$ cat config.mk
export PLATFORM = sky130hd
export DESIGN_NAME = div_seq
export DESIGN_NICKNAME = d
export VERILOG_FILES = /design/src/rtl/div_seq_pkg.sv /design/src/rtl/add_sub.sv /design/src/rtl/div_seq.sv
export SDC_FILE = /design/constraint.sdc
export NUM_CORES = 1
export LEC_CHECK = 0
export CAP_MARGIN = 20
export CORE_MARGIN = 5
export CORE_UTILIZATION = 55
export CTS_BUF_LIST = sky130_fd_sc_hd__clkbuf_8
export DETAILED_ROUTE_END_ITERATION = 7
export PLACE_DENSITY_LB_ADDON = 0.08
export SLEW_MARGIN = 20
export SYNTH_ARGS = -nofsm -noshare
export SYNTH_HDL_FRONTEND = slang
export SYNTH_HIERARCHICAL = 1
export SYNTH_SLANG_ARGS = --single-unit
$ cat constraint.sdc
create_clock -name clk -period 4 [get_ports clk]
set_input_delay 0.6 -clock clk [delete_from_list [all_inputs] [get_ports clk]]
set_output_delay 0.6 -clock clk [all_outputs]
set_load 0.005 [all_outputs]
$ cat src/rtl/div_seq_pkg.sv
// Shared types for the sequential divider.
package div_seq_pkg;

  typedef enum logic [1:0] {
    IDLE = 2'd0,
    CALC = 2'd1,
    DONE = 2'd2
  } div_state_e;

endpackage

$ cat src/rtl/add_sub.sv
// Combinational adder/subtractor: z = x + y, or x - y when sign is set.
module add_sub #(
  parameter int unsigned W = 32
) (
  input  logic [W-1:0] x,
  input  logic [W-1:0] y,
  input  logic         sign,
  output logic [W-1:0] z
);

  always_comb begin
    z = sign ? (x - y) : (x + y);
  end

endmodule

$ cat src/rtl/div_seq.sv
// Multi-cycle unsigned restoring divider, one quotient bit per cycle,
// with valid/ready handshakes on operands and results.
module div_seq
  import div_seq_pkg::*;
#(
  parameter int unsigned W = 32
) (
  input  logic         clk,
  input  logic         rst,
  input  logic         in_valid,
  output logic         in_ready,
  input  logic [W-1:0] dividend,
  input  logic [W-1:0] divisor,
  output logic         out_valid,
  input  logic         out_ready,
  output logic [W-1:0] quotient,
  output logic [W-1:0] remainder,
  output logic         div_by_zero
);

  localparam int unsigned CW = $clog2(W);

  div_state_e    state;
  logic [W-1:0]  q_reg;
  logic [W-1:0]  d_reg;
  logic [W:0]    r_reg;
  logic [CW-1:0] cnt;

  logic [W:0]    rs;
  logic [W+1:0]  sub_x;
  logic [W+1:0]  sub_y;
  logic [W+1:0]  sub_z;
  logic [W-1:0]  q_next;
  logic [W:0]    r_next;
  logic          unused_r_msb;

  // Trial subtraction of the divisor from the shifted partial remainder.
  always_comb begin
    rs    = {r_reg[W-1:0], q_reg[W-1]};
    sub_x = {1'b0, rs};
    sub_y = {2'b00, d_reg};
  end

  add_sub #(.W(W + 2)) u_add_sub (
    .x    (sub_x),
    .y    (sub_y),
    .sign (1'b1),
    .z    (sub_z)
  );

  // Borrow in the top bit means the divisor did not fit: restore.
  always_comb begin
    if (!sub_z[W+1]) begin
      r_next = sub_z[W:0];
      q_next = {q_reg[W-2:0], 1'b1};
    end else begin
      r_next = rs;
      q_next = {q_reg[W-2:0], 1'b0};
    end
  end

  // R < D keeps the partial remainder's top bit at zero.
  assign unused_r_msb = r_reg[W];

  always_ff @(posedge clk) begin
    if (rst) begin
      state       <= IDLE;
      in_ready    <= 1'b1;
      out_valid   <= 1'b0;
      quotient    <= '0;
      remainder   <= '0;
      div_by_zero <= 1'b0;
      q_reg       <= '0;
      d_reg       <= '0;
      r_reg       <= '0;
      cnt         <= '0;
    end else begin
      case (state)
        IDLE: begin
          if (in_valid && in_ready) begin
            in_ready <= 1'b0;
            if (divisor == '0) begin
              state       <= DONE;
              out_valid   <= 1'b1;
              quotient    <= '1;
              remainder   <= dividend;
              div_by_zero <= 1'b1;
            end else begin
              state <= CALC;
              q_reg <= dividend;
              d_reg <= divisor;
              r_reg <= '0;
              cnt   <= CW'(W - 1);
            end
          end
        end
        CALC: begin
          q_reg <= q_next;
          r_reg <= r_next;
          cnt   <= cnt - CW'(1);
          if (cnt == '0) begin
            state       <= DONE;
            out_valid   <= 1'b1;
            quotient    <= q_next;
            remainder   <= r_next[W-1:0];
            div_by_zero <= 1'b0;
          end
        end
        DONE: begin
          if (out_ready) begin
            state     <= IDLE;
            out_valid <= 1'b0;
            in_ready  <= 1'b1;
          end
        end
        default: begin
          state     <= IDLE;
          in_ready  <= 1'b1;
          out_valid <= 1'b0;
        end
      endcase
    end
  end

endmodule

# After elaboration in Yosys (flattened, before gate mapping)
# Index checks and enable logic that the tools add are counted.
[op_classes]
reduce_logical = 11
n_eq_ne = 7
bitwise = 2
addsub = 2
mux = 34
[op_table]
columns = ["cell", "count"]
rows = [
  ["two-way mux 32 bit", 11],
  ["one-hot mux 32 bit (2 select lines)", 4],
  ["subtractor 33 x 32 -> 34 bit", 1],
  ["zero test 32 bit", 1],
  ["AND reduction 3 bit", 4],
  ["two-way mux 5 bit", 2],
  ["inequality test 2 bit (second input constant)", 5],
  ["one-hot mux 5 bit (2 select lines)", 1],
  ["two-way mux 1 bit", 8],
  ["two-way mux 2 bit", 4],
  ["AND reduction 4 bit", 2],
  ["one-hot mux 1 bit (3 select lines)", 2],
  ["one-hot mux 2 bit (3 select lines)", 1],
  ["zero test 5 bit", 1],
  ["subtractor 5 x 1 -> 5 bit (second input constant)", 1],
  ["equality test 2 x 1 -> 1 bit (second input constant)", 1],
  ["equality test 2 bit (second input constant)", 1],
  ["zero test 2 bit", 1],
  ["NOT 1 bit", 2],
  ["one-hot mux 1 bit (2 select lines)", 1],
  ["nonzero test 2 bit", 1],
  ["logical AND 1 bit", 1],
]
[word_totals]
word_cells = 66
input_bits = 68
reg_bits = 170

# Longest topological paths before layout
[logic_depth]
ltp_word = 4
ltp_mapped = 23

# Hierarchy
# Netlist, hierarchy kept.
[modules_own_cells]
columns = ["mod", "area_each_um2", "seq_area_each_um2", "n_inst", "cells_each"]
rows = [
  ["div_seq", 7495.9, 3403.3, 1, 902],
  ["add_sub", 2638.8, 0.0, 1, 380],
]

# Worst setup path before layout
# No wires, ideal clock.
[synth_timing]
path_type = "reg-to-reg"
start = "reg d_reg[4]"
end = "reg remainder[15]"
setup_time_ns = 0.133
arrival_ns = 3.345
slack_ns = 0.522
path_buffers = 2
t_required_ns = 3.867
path_stages_with_launch = 16
cell_sequence = "dfxtp_1 xnor2_1 ha_1 a21o_1 a31o_1 o211ai_1 nand3_1 o211ai_4 a2111oi_2 or3_1 nand4_1 buf_2 clkbuf_1 mux2_2 nand2_1 a311oi_1"
[synth_via]
elab_chain_len = 4
[synth_lines]
columns = ["element", "line_no", "source"]
rows = [
  ["from (decl)", "div_seq.sv:25", "logic [W-1:0] d_reg;"],
  ["from (signal assigned)", "div_seq.sv:91", "d_reg <= divisor;"],
  ["subtractor 33 x 32 -> 34 bit", "add_sub.sv:12", "z = sign ? (x - y) : (x + y);"],
  ["net sub_z[33]", "div_seq.sv:32", "logic [W+1:0] sub_z;"],
  ["two-way mux 32 bit", "div_seq.sv:53", "if (!sub_z[W+1]) begin"],
  ["two-way mux 32 bit", "div_seq.sv:101", "if (cnt == '0) begin"],
  ["one-hot mux 32 bit (2 select lines)", "div_seq.sv:78", "case (state)"],
  ["to (signal assigned)", "div_seq.sv:86", "remainder <= dividend;"],
  ["to (signal assigned)", "div_seq.sv:105", "remainder <= r_next[W-1:0];"],
  ["to (decl)", "div_seq.sv:17", "output logic [W-1:0] remainder,"],
]
# The timed path passes the listed nets, and every way through them passes these cells. The select of a mux whose other input is x is not followed.
# A chain may end at the register's enable or synchronous reset.

# Final worst setup path
[layout_timing]
start = "reg d_reg[4]"
end = "reg r_reg[31]"
[layout_via]
elab_chain_len = 3
[layout_lines]
columns = ["element", "line_no", "source"]
rows = [
  ["subtractor 33 x 32 -> 34 bit", "add_sub.sv:12", ""],
  ["net sub_z[33]", "div_seq.sv:32", ""],
  ["two-way mux 32 bit", "div_seq.sv:53", ""],
  ["one-hot mux 32 bit (2 select lines)", "div_seq.sv:78", ""],
  ["to (signal assigned)", "div_seq.sv:99", "r_reg <= r_next;"],
  ["to (decl)", "div_seq.sv:26", "logic [W:0] r_reg;"],
]
# The timed path passes the listed nets, and every way through them passes these cells.

==> reports/metrics.yaml <==
drt:
  vias_per_cell: 6.11
  drc_errors: 0
  drtIter0Drc: 803
  antenna_left: 0
  wl_mm: 27.5
  num_vias: 9703
  dr.pass1.iters: 5
  wl_per_cell_um: 17.3
final_layout:
  drive_above_1_share: 0.0839
  nNetsFinal: 1450
  syn_to_final_growth_pct: 16.9
  fillers: 1619
  fin_area_um2: 11800
  multi_input_area_um2: 6100
  antenna_cells: 0
  seqCellArea_um2: 3400
die:
  core_area_um2: 18000
  rows: 49
  die_w_um: 145
  dieArea_um2: 21100
  ioPinCount: 135
  start_util: 0.559
  fp.dieH_um: 145
power:
  vdd_drop_max_mv: 0.246
  finalPower_mw: 5.63
  leakagePower_nw: 4.32
  p_per_area_nw_per_um2: 478
setup_path:
  reg2reg_slack_ns: 0.29
  cp-end-kind: "flip-flop"
  cp-startpoint: "d_reg[4]$_SDFFE_PP0P_"
  rr_startpoint: "d_reg[4]$_SDFFE_PP0P_"
  worstPathMaxFanout: 34
  crit_arrival_ns: 4.05
  crit_slowest_cell: "dfxtp_1"
  crit_required_ns: 4.34
  worstReg2RegEnd: "r_reg[31]$_SDFFE_PP0P_"
  startpoint_type: "flip-flop"
  crit_end: "r_reg[31]$_SDFFE_PP0P_"
  crit_chain: "xnor2_1 > ha_1 > a21o_1 > a31o_1 > o211ai_1 > nand3_2 > o211ai_4 > a2111oi_4 > or3_1 > nand4_1 > buf_12 > mux2i_1 > nor2_1 > a211oi_1 > nor3_1"
  critPathKind: "flip-flop to flip-flop"
  crit_path_max_incr_delay_ns: 0.41
  rr_worst_depth: 15
clocking:
  clockBufferDepth: 2
  cts_made_buffers: 17
  clock-sinks: 170
  ctsHoldBuffers: 0
  clock_latency_ns: 0.47
  htree_levels: 4
  cts_resized: 0
  clk_pin_slew_ns: 0.10
  post-cts-setup-buffer-count: 0
  cts_tree: "yes"
  root_buffer: "clkbuf_8"
sta:
  period_minus_slack_ns: 3.71
  slew_viol_final: 0
  relSlewSlack: 0.398
  skew_ns: 0.0120
  clock.fmax_mhz: 269
  finalHoldViolations: 0
  setup_viol: 0
  setup-tns-final_ns: 0
  fin_crit_sh: 0.928
  grt_setup_unrepaired: "false"
  tightest_slew_ns: 0.903
  setup_slack_ns: 0.288
yosys:
  yosys_warnings: 6
  syn_area_per_cell_um2: 7.91
  netlist_area_um2: 10100
  syn_inst: 1273
global_route:
  antenna_found_initial: 0
  grt_pass1_vias: 8720
  grt_pass1_wl_mm: 45.2
  grt-ovfl-total: 0
  grtUsageTotal: 0.251
  grt_max_degree: 74
placed_design:
  placed_area_um2: 11400
  place_ws_ns: 0.304
  gp_congestion: 0.879
  dpl.hpwl_mm: 19.4
  io_buffers: 134
outcome:
  status: "finished, final reports clean"
min_path:
  hold_path.class: "flip-flop to flip-flop"
run:
  maxCapViolCount: 0
[worst min-delay path by stage]
| stage | from | to | slack (ns) | cells past startpoint |
|---|---|---|---|---|
| floorplan | cnt[3]$_SDFFE_PP0P_ | cnt[3]$_SDFFE_PP0P_ | 0.44 | 1 |
| global placement | quotient[0]$_SDFFE_PP0P_ | quotient[0]$_SDFFE_PP0P_ | 0.45 | 1 |
| detailed placement | quotient[6]$_SDFFE_PP0P_ | quotient[6]$_SDFFE_PP0P_ | 0.45 | 1 |
| CTS | quotient[6]$_SDFFE_PP0P_ | quotient[6]$_SDFFE_PP0P_ | 0.48 | 1 |
| global route | quotient[0]$_SDFFE_PP0P_ | quotient[0]$_SDFFE_PP0P_ | 0.48 | 1 |
| finish | quotient[6]$_SDFFE_PP0P_ | quotient[6]$_SDFFE_PP0P_ | 0.47 | 1 |
[cells in the final DEF, fill, tap and decap left out, types with 9 or more instances in the layout]
cell type and n:
and2_1 9, buf_4 20, nor3_1 23, ha_1 35
inv_1 21, a211oi_1 15, a31oi_1 67, a21o_1 14
nand3_1 67, o21a_1 37, a311oi_1 31, o21ai_0 10
a21oi_1 122, nand4_1 40, mux2_2 28, nor4_1 9
a22oi_1 31, nor2_1 119, xnor2_1 47, clkdlybuf4s50_1 133
clkbuf_8 17, nand2_1 166, dfxtp_1 169
[stage by stage]
stage	util	std cells	hold WS [ns]
after floorplan	-	1276	0.444
after global placement	0.631	1556	0.446
after detailed placement	0.631	1556	0.452
after CTS	0.652	1588	0.477
after global routing	0.653	1588	0.483
final	0.653	1588	0.471
[area by class of cell]
class | instances | share of cell area
inverters | 23 | 0.00733
repair buffers | 154 | 0.128
clock inverters | 15 | 0.0132
well taps | 229 | 0.0243
clock buffers | 17 | 0.0199
multi-input cells | 980 | 0.518
flip-flops and latches | 170 | 0.289
[power by group]
group | internal [mW] | switching (mW)
combinational | 1.03 | 1.26
sequential | 1.91 | 0.205
clock | 0.518 | 0.710
total | 3.45 | 2.17
[worst max-delay path: cells and delay by family (launching register included)]
kind,cells,cell delay [ns]
xor+xnor,1,0.10
mux,1,0.23
compound gates,6,1.32
flops,1,0.41
buf+inv,1,0.24
simple gates,5,0.95
fa+ha+maj,1,0.35
[layer usage]
| layer | part of all wire | vias to the layer above | track usage |
|---|---|---|---|
| li1 | - | 4790 | - |
| met1 | 0.48 | 4524 | 0.378 |
| met2 | 0.44 | 369 | 0.378 |
| met3 | 0.071 | 20 | 0.0455 |
| met4 | 0.0080 | 0 | 0.0508 |
| met5 | 0 | - | 0 |
Note: power is estimated with default switching activity, not from simulation.
